### src/rtl/demux_1x2_13_reg_if.sv
// Stream bundle for the registered 1-to-2 steering stage.
// One producer side plus two consumer ports and their debug transfer counters.
interface demux_1x2_13_reg_if #(
    parameter int WIDTH = 13,
    parameter int CNT_W = 8
);
    logic [WIDTH-1:0] in_data;
    logic             in_sel;
    logic             in_valid;
    logic             in_ready;

    logic [WIDTH-1:0] out0_data;
    logic             out0_valid;
    logic             out0_ready;

    logic [WIDTH-1:0] out1_data;
    logic             out1_valid;
    logic             out1_ready;

    logic [CNT_W-1:0] cnt0;
    logic [CNT_W-1:0] cnt1;

    // Environment side: drives the producer and both consumers.
    modport master (
        output in_data, in_sel, in_valid, out0_ready, out1_ready,
        input  in_ready, out0_data, out0_valid, out1_data, out1_valid, cnt0, cnt1
    );

    // Steering stage side.
    modport slave (
        input  in_data, in_sel, in_valid, out0_ready, out1_ready,
        output in_ready, out0_data, out0_valid, out1_data, out1_valid, cnt0, cnt1
    );
endinterface

### src/rtl/demux_1x2_13_reg.sv
// Registered 1-to-2 steering stage: each output port is a one-entry valid/ready
// holding register with a wrapping transfer counter.
module demux_1x2_13_reg #(
    parameter int WIDTH = 13,
    parameter int CNT_W = 8
) (
    input  logic                  clk,
    input  logic                  reset,
    demux_1x2_13_reg_if.slave     bus
);

    typedef enum logic {
        EMPTY = 1'b0,
        FULL  = 1'b1
    } port_state_e;

    port_state_e      state_q [2];
    port_state_e      state_d [2];
    logic [WIDTH-1:0] data_q  [2];
    logic [CNT_W-1:0] cnt_q   [2];

    logic [1:0] valid;
    logic [1:0] ready;
    logic [1:0] load;
    logic [1:0] xfer;
    logic       in_ready;
    logic       in_accept;

    assign valid = {state_q[1] == FULL, state_q[0] == FULL};
    assign ready = {bus.out1_ready, bus.out0_ready};

    // NOTE: every signal written here gets a default first, so no path leaves
    // a value unassigned and no latch is inferred.
    always_comb begin
        in_ready  = 1'b0;
        in_accept = 1'b0;
        load      = '0;
        xfer      = '0;
        state_d   = state_q;

        // Only the selected port can stall the producer.
        in_ready  = ~valid[bus.in_sel] | ready[bus.in_sel];
        in_accept = bus.in_valid & in_ready;

        for (int k = 0; k < 2; k++) begin
            load[k] = in_accept & (bus.in_sel == k[0]);
            xfer[k] = valid[k] & ready[k];
            case (state_q[k])
                EMPTY:   if (load[k]) state_d[k] = FULL;
                FULL:    if (load[k]) state_d[k] = FULL;
                         else if (xfer[k]) state_d[k] = EMPTY;
                default: state_d[k] = EMPTY;
            endcase
        end
    end

    // NOTE: sequential state uses non-blocking assignments so every register
    // samples the pre-edge values regardless of statement order.
    always_ff @(posedge clk) begin
        if (reset) begin
            // NOTE: the held words are reset too, because consumers and debug
            // expect out*_data to read 0 after reset, not stale contents.
            for (int k = 0; k < 2; k++) begin
                state_q[k] <= EMPTY;
                data_q[k]  <= '0;
                cnt_q[k]   <= '0;
            end
        end else begin
            for (int k = 0; k < 2; k++) begin
                state_q[k] <= state_d[k];
                if (load[k]) data_q[k] <= bus.in_data;
                if (xfer[k]) cnt_q[k]  <= cnt_q[k] + CNT_W'(1);
            end
        end
    end

    assign bus.in_ready   = in_ready;
    assign bus.out0_data  = data_q[0];
    assign bus.out0_valid = valid[0];
    assign bus.out1_data  = data_q[1];
    assign bus.out1_valid = valid[1];
    assign bus.cnt0       = cnt_q[0];
    assign bus.cnt1       = cnt_q[1];

endmodule

### src/flat_wrapper.sv
// flat-port wrapper written by rule: the top's interface ports become plain ports
module demux_1x2_13_reg_flat 
#(
    parameter int WIDTH = 13,
    parameter int CNT_W = 8
)
  (clk, reset, bus_in_data, bus_in_sel, bus_in_valid, bus_out0_ready, bus_out1_ready, bus_in_ready, bus_out0_data, bus_out0_valid, bus_out1_data, bus_out1_valid, bus_cnt0, bus_cnt1);
  demux_1x2_13_reg_if #(.WIDTH(WIDTH), .CNT_W(CNT_W)) bus_i ();
  input  logic clk;
  input  logic reset;
  input wire logic [$bits(bus_i.in_data)-1:0] bus_in_data;
  input wire logic [$bits(bus_i.in_sel)-1:0] bus_in_sel;
  input wire logic [$bits(bus_i.in_valid)-1:0] bus_in_valid;
  input wire logic [$bits(bus_i.out0_ready)-1:0] bus_out0_ready;
  input wire logic [$bits(bus_i.out1_ready)-1:0] bus_out1_ready;
  output wire logic [$bits(bus_i.in_ready)-1:0] bus_in_ready;
  output wire logic [$bits(bus_i.out0_data)-1:0] bus_out0_data;
  output wire logic [$bits(bus_i.out0_valid)-1:0] bus_out0_valid;
  output wire logic [$bits(bus_i.out1_data)-1:0] bus_out1_data;
  output wire logic [$bits(bus_i.out1_valid)-1:0] bus_out1_valid;
  output wire logic [$bits(bus_i.cnt0)-1:0] bus_cnt0;
  output wire logic [$bits(bus_i.cnt1)-1:0] bus_cnt1;
  assign bus_i.in_data = bus_in_data;
  assign bus_i.in_sel = bus_in_sel;
  assign bus_i.in_valid = bus_in_valid;
  assign bus_i.out0_ready = bus_out0_ready;
  assign bus_i.out1_ready = bus_out1_ready;
  assign bus_in_ready = bus_i.in_ready;
  assign bus_out0_data = bus_i.out0_data;
  assign bus_out0_valid = bus_i.out0_valid;
  assign bus_out1_data = bus_i.out1_data;
  assign bus_out1_valid = bus_i.out1_valid;
  assign bus_cnt0 = bus_i.cnt0;
  assign bus_cnt1 = bus_i.cnt1;
  demux_1x2_13_reg #(.WIDTH(WIDTH), .CNT_W(CNT_W)) u_core (.clk(clk), .reset(reset), .bus(bus_i));
endmodule
### config.mk
export PLATFORM = sky130hd
export DESIGN_NAME = demux_1x2_13_reg_flat
export DESIGN_NICKNAME = d
export VERILOG_FILES = /design/src/rtl/demux_1x2_13_reg_if.sv /design/src/rtl/demux_1x2_13_reg.sv /design/src/flat_wrapper.sv
export SDC_FILE = /design/constraint.sdc
export NUM_CORES = 1
export LEC_CHECK = 0
export CORE_UTILIZATION = 44
export DETAILED_ROUTE_END_ITERATION = 6
export PLACE_DENSITY = 0.86
export SLEW_MARGIN = 5
export SYNTH_ARGS = -nofsm -noshare
export SYNTH_HDL_FRONTEND = slang
export SYNTH_SLANG_ARGS = --single-unit
### constraint.sdc
create_clock -name clk -period 1.8 [get_ports clk]
set_clock_uncertainty 0.15 [all_clocks]
set_input_delay 0.45 -clock clk [delete_from_list [all_inputs] [get_ports clk]]
set_output_delay 0.45 -clock clk [all_outputs]
set_load 0.005 [all_outputs]
==> results.md, run 1 <==
- Dpl ws: -0.642 ns
- CP max stage delay: 0.50 ns
- Post-synthesis async set-or-reset flop share: 0%
- Top cells by area, synth: edfxtp_1 (69%), and2_2 (4.9%), a21oi_1 (2.2%)
- Count of different cell masters after synthesis: 25
- LEAKAGE: 1.19 nW
- F_max: 571 MHz
- Critical path type: reg -> out
- Clk pwr share: 31.7%
- Site row count: 23
- Most frequent cell after synthesis: edfxtp_1
- Relative slew slack: 75.5%
- Crit path buf inv count: 1
- Synth Area per Inst: 14.1 um2
- Iter 0 DRT Violations: 92
- Worst Reg-to-Reg Cells: 5
- Switching share of total power: 20.7%
- EDFF count, synth: 42
- Total power: 2.30 mW
- Peak supply drop: 0.000549 V
- Footprint of the multi-input gates: 489 um2
- GPL Wtd Cong: 0.705
- Critical path arrival: 1.15 ns
- Max cap viols: 0
- Sink Count: 44
- Final worst setup slack: 0.0480 ns
- WP depth: 1
- Post-synth top cells: edfxtp_1 (42), and2_2 (12), nor2_1 (10), a21oi_1 (8), nand3_1 (7)
- Total CTS buffers: 5
- CP endpoint kind: primary output
- CP startpoint kind: flop
- Post-DP HPWL: 2790 um
- Status: completed
- Clock period minus worst slack: 1.75 ns
- Pwr Density: 795 nW/um2
- Worst-path clk slew: 0.08 ns
- Seq pwr share: 53.1%
- Slew Limit Fails: 0
- Slew @ Worst Pin: 0.367 ns
- Sequential cell area: 1310 um2
- Sw power: 475 uW
- CTS tree: built
- H-tree depth: 2
- Netlist Area Pre-Place: 1820 um2
- Total Wirelength: 3970 um
- DR vias: 1382
- Top_reg_cell synth: edfxtp_1
- Vias in the first global route: 1470
- Synth Register Bits: 44
- Top Ports: 64
- Worst hold-check path type: reg -> reg
- Die area: 4400 um2
- N_diodes: 0
- # port buffers: 63
- Cts hold-fix bufs: 0
- Total GRT Usage: 20.2%
- Hold path depth: 2
- Avg WL per Cell: 14.3 um
- Slowest CP cell: clkdlybuf4s50_1
- Hold Violations, Final: 0
- Synth top area share: 69.2%
- Period utilization: 97.3%
- Crit-path max FO: 2
- # nets final: 247
- Largest net degree at the start of global routing: 15
- Starting Density: 45.6%
- Share of layout cells above drive strength 1: 24.2%
- Area leader, netlist: edfxtp_1
- Syn Nets: 150
- Final setup vio count: 0
- Total grt overflow: 0
- Clock Path Buffers: 2
- Horiz. Die Dim: 66.4 um
- Initial DRT Pass Iterations: 4
- First-pass GRT wire length: 6470 um
- CP required: 1.20 ns
- Post-route ant nets: 0
- RSZ-0062 raised after global routing: no
- Clock Latency Late Sink: 0.29 ns
- Initial antenna violation count: 0
- Synthesis-to-finish area growth: 58.5%
- Family with the most delay on the worst path: buffers and inverters
- Die H: 66.4 um
- Yosys warnings: 0
- Filler cells: 270
- Cell internal pwr: 1.82 mW
- Ordered list of cells on the worst path: clkdlybuf4s50_1
- Vias per Instance: 4.99
- Sequential share of the synthesized area: 71.4%
- Drt drc: 0
- Core Area: 4000 um2
- Combinational share of power: 15.2%
- CTS root buf: clkbuf_8
- Syn Inst Count: 129
[layout make-up]
| type | count | share of cell area (%) |
|---|---|---|
| Clock buffer | 5 | 2.38 |
| Clock inverter | 3 | 1.47 |
| Inverter | 6 | 0.780 |
| Multi-Input combinational cell | 76 | 16.9 |
| Sequential cell | 44 | 45.2 |
| Tap cell | 50 | 2.17 |
| Timing Repair Buffer | 93 | 31.1 |
[metal layers]
layer,global-route usage (%),vias to the layer above,wire length [um]
met3,7.76,4,328
li1,-,665,-
met1,21.4,658,1530
met5,0,-,0
met4,4.79,0,34
met2,37.4,55,2080
[logic make-up after synthesis]
family	after synthesis	synth area share (%)
compound gates	21	7.21
xor+xnor	6	2.88
fa+ha+maj	2	1.37
buf+inv	9	2.40
flops	44	71.4
simple gates	47	14.8
[sequential cells by signal (all words and copies together) (netlist names)]
name / flops
u_core.data_q: 26
u_core.cnt_q: 16
u_core.bus.out0_valid: 1
u_core.bus.out1_valid: 1
[placed cells by master, fill, tap and decap left out]
cell / n
clkdlybuf4s50_1: 49
edfxtp_1: 42
buf_4: 27
and2_2: 12
nor2_1: 10
a21oi_1: 8
nand3_1: 7
dlymetal6s2s_1: 7
inv_1: 6
o21ai_0: 6
or3_1: 6
dlygate4sd2_1: 6
nand2_1: 5
clkbuf_8: 5
xor2_1: 3
xnor2_1: 3
buf_12: 3
nand2b_1: 2
a31o_2: 2
a21o_1: 2
nand4_1: 2
ha_1: 2
nor3b_2: 1
a311oi_4: 1
and2_1: 1
a31oi_1: 1
a22oi_1: 1
or2_1: 1
clkinv_1: 1
clkinv_4: 1
bufinv_16: 1
buf_2: 1
dfxtp_1: 1
dfxtp_4: 1
[metrics by stage]
stage | area (um2) | hold slack (ns) | cells | TNS [ns] | util (%)
after floorplan | 1820 | 0.362 | 129 | 0 | -
after global placement | 2650 | 0.406 | 254 | -27.86 | 66.1
after detailed placement | 2650 | 0.427 | 254 | -28.06 | 66.1
after CTS | 2870 | 0.407 | 277 | 0 | 71.8
after global routing | 2890 | 0.435 | 277 | 0 | 72.2
final | 2890 | 0.411 | 277 | 0 | 72.2
[power by group through the flow]
stage               clock network [mW]  registers [mW]  logic [mW]
global placement                     0            1.25       0.309
CTS                              0.751            1.22       0.351
finish                           0.729            1.22       0.348
detailed placement                   0            1.26       0.314
floorplan                            0            1.26      0.0741
global route                     0.785            1.23       0.378
[timing repair]
action                     in CTS  in global routing
pin swaps                       3                  0
setup endpoints to repair      55                  7
resized for setup              13                  7
buffers inserted               15                  0
[final timing paths]
check / endpoint / slack, ns / startpoint
max reg2reg: u_core.cnt_q[0][6]$_SDFFCE_PN0P_ / 0.16 / u_core.cnt_q[0][0]$_SDFFCE_PN0P_
max: bus_cnt0[0] / 0.05 / u_core.cnt_q[0][0]$_SDFFCE_PN0P_
min: u_core.bus.out1_valid$_SDFF_PP0_ / 0.41 / u_core.bus.out1_valid$_SDFF_PP0_
min reg2reg: u_core.bus.out1_valid$_SDFF_PP0_ / 0.41 / u_core.bus.out1_valid$_SDFF_PP0_
No activity file was read; power rests on OpenSTA's default activity.
==> run 2, diff against run 1 <==
--- a/config.mk
+++ b/config.mk
@@ -5,9 +5,9 @@
 export SDC_FILE = /design/constraint.sdc
 export NUM_CORES = 1
 export LEC_CHECK = 0
-export CORE_UTILIZATION = 44
+export CORE_UTILIZATION = 48
 export DETAILED_ROUTE_END_ITERATION = 6
-export PLACE_DENSITY = 0.86
+export PLACE_DENSITY = 0.92
 export SLEW_MARGIN = 5
 export SYNTH_ARGS = -nofsm -noshare
 export SYNTH_HDL_FRONTEND = slang
==> constraint.sdc (replaced) <==
create_clock -name clk -period 2.15 [get_ports clk]
set_clock_uncertainty 0.15 [all_clocks]
set_input_delay 0.5375 -clock clk [delete_from_list [all_inputs] [get_ports clk]]
set_output_delay 0.5375 -clock clk [all_outputs]
set_load 0.005 [all_outputs]
==> results.md, run 2 (same netlist as run 1, synthesis figures left out) <==
- Status: completed
- CP startpoint kind: flop
- Clock Path Buffers: 2 (unchanged)
- Starting Density: 49.8% (+4.2 points)
- Top Ports: 64 (unchanged)
- Leading cell types in the layout, fill and taps excluded: clkdlybuf4s50_1 (59), edfxtp_1 (42), and2_2 (12), buf_4 (12), nor2_1 (10)
- F_max: 493 MHz
- Horiz. Die Dim: 63.6 um (-4.1%)
- Total Wirelength: 4160 um (+4.8%)
- Total grt overflow: 0 (unchanged)
- Vias per Instance: 5.22 (+4.6%)
- Hold path depth: 2 (unchanged)
- Setup Fix Bufs, Post-CTS: 0 (-15)
- Top flop regs: u_core.data_q x26, u_core.cnt_q x16
- Slew @ Worst Pin: 0.516 ns (+0.149 ns)
- Total CTS buffers: 5 (unchanged)
- Final Util: 75.3% (+3.0 points)
- Max cap viols: 0 (unchanged)
- # nets final: 231 (-6.5%)
- Period utilization: 94.4%
- LEAKAGE: 1.03 nW (-14%)
- Clock period minus worst slack: 2.03 ns
- Post-DP HPWL: 3080 um (+10%)
- Worst Reg-to-Reg Cells: 4 (-1)
- First-pass GRT wire length: 6670 um (+3.0%)
- Clock Latency Late Sink: 0.30 ns (about the same)
- Synthesis-to-finish area growth: 51.1%
- Slowest CP cell: clkdlybuf4s50_1
- Pwr Density: 721 nW/um2 (-9.3%)
- Most common cell after layout, fill and taps aside: clkdlybuf4s50_1
- RSZ-0062 raised after global routing: no
- Share of layout cells above drive strength 1: 19.0% (-5.3 points)
- Area after DPL: 2620 um2 (-0.85%)
- Max reg flops: 26 (unchanged)
- # port buffers: 63 (unchanged)
- Critical path arrival: 1.34 ns (+0.19 ns)
- CP required: 1.46 ns (+0.26 ns)
- Largest net degree at the start of global routing: 17 (+2)
- Die H: 63.6 um (-4.1%)
- Setup TNS: 0 ns (unchanged)
- Initial antenna violation count: 0 (unchanged)
- Critical path type: reg -> out
- CTS root buf: clkbuf_8
- Biggest register: u_core.data_q
- Family with the most delay on the worst path: buffers and inverters
- Total GRT Usage: 22.9% (+2.7 points)
- Relative slew slack: 65.6% (-9.9 points)
- Initial DRT Pass Iterations: 4 (unchanged)
- N_diodes: 0 (unchanged)
- DR vias: 1352 (-2.2%)
- Peak supply drop: 0.000543 V (-1.2%)
- Sink Count: 44 (unchanged)
- H-tree depth: 2 (unchanged)
- Dpl ws: -0.347 ns (+0.294 ns)
- Slew Limit Fails: 0 (unchanged)
- GPL Wtd Cong: 0.812 (+15%)
- Die area: 4050 um2 (-8.1%)
- Avg WL per Cell: 16.1 um (+12%)
- Final worst setup slack: 0.120 ns (+0.0719 ns)
- Worst-path clk slew: 0.08 ns (about the same)
- Hold Violations, Final: 0 (unchanged)
- Design area: 2760 um2 (-4.6%)
- Worst hold-check path type: reg -> reg
- Final setup vio count: 0 (unchanged)
- Vias in the first global route: 1394 (-5.2%)
- Iter 0 DRT Violations: 81 (-12%)
- CTS tree: built
- WP depth: 1 (unchanged)
- Ordered list of cells on the worst path: clkdlybuf4s50_1
- Drt drc: 0 (unchanged)
- Crit-path max FO: 6 (+4)
- Crit path buf inv count: 1 (unchanged)
- Core Area: 3660 um2 (-8.5%)
- CP max stage delay: 0.56 ns (+0.06 ns)
- Post-route ant nets: 0 (unchanged)
- CP endpoint kind: primary output
- Site row count: 22 (-4.3%)
[run 2: changes by cell type in the layout (fill, tap and decap cells not counted), moves of 2 or more]
cell and delta:
clkbuf_8 +2, dlymetal6s2s_1 -6, buf_4 -15, dlygate4sd2_1 -4
clkdlybuf4s50_1 +10
[run 2: where the power goes]
group | total [mW] | internal (mW) | switching, mW
logic | 0.258 | 0.163 | 0.0948
clock network | 0.691 | 0.410 | 0.281
registers | 1.04 | 1.00 | 0.0367
total | 1.99 | 1.57 | 0.413
[run 2: area by class of cell]
type	instances	area [um2]
flip-flops and latches	44	1300
fillers	224	906
repair buffers	77	756
multi-input cells	76	489
clock buffers	7	96.3
well taps	48	60.1
clock inverters	1	30.0
inverters	6	22.5
[run 2: what timing repair did]
action / 4_1_cts / 5_1_grt
setup endpoints to repair: 17 / 1
pin swaps: 1 / 1
resized for setup: 7 / 2
hold buffers: 0 / 0
[run 2: metal layers]
metal | vias up | part of all wire [%] | GRT usage, %
met5 | - | 0 | 0
met4 | 0 | 2.4 | 10.8
met3 | 9 | 7.8 | 8.51
met2 | 65 | 50 | 38.3
met1 | 647 | 40 | 25.6
li1 | 631 | - | -
[run 2: final timing paths]
check | startpoint | to | slack [ns]
max | u_core.bus.out1_valid$_SDFF_PP0_ | bus_out1_valid | 0.12
min | u_core.bus.out0_valid$_SDFF_PP0_ | u_core.bus.out0_valid$_SDFF_PP0_ | 0.44
max reg2reg | u_core.bus.out0_valid$_SDFF_PP0_ | u_core.data_q[0][17]$_DFFE_PP_ | 0.44
min reg2reg | u_core.bus.out0_valid$_SDFF_PP0_ | u_core.bus.out0_valid$_SDFF_PP0_ | 0.44
[run 2: stage by stage]
step / cells / hold slack [ns] / power [mW]
detailed placement: 251 / 0.423 / 1.31
floorplan: 129 / 0.362 / 1.12
CTS: 259 / 0.440 / 2.00
global route: 259 / 0.480 / 2.07
finish: 259 / 0.445 / 1.99
global placement: 251 / 0.383 / 1.30
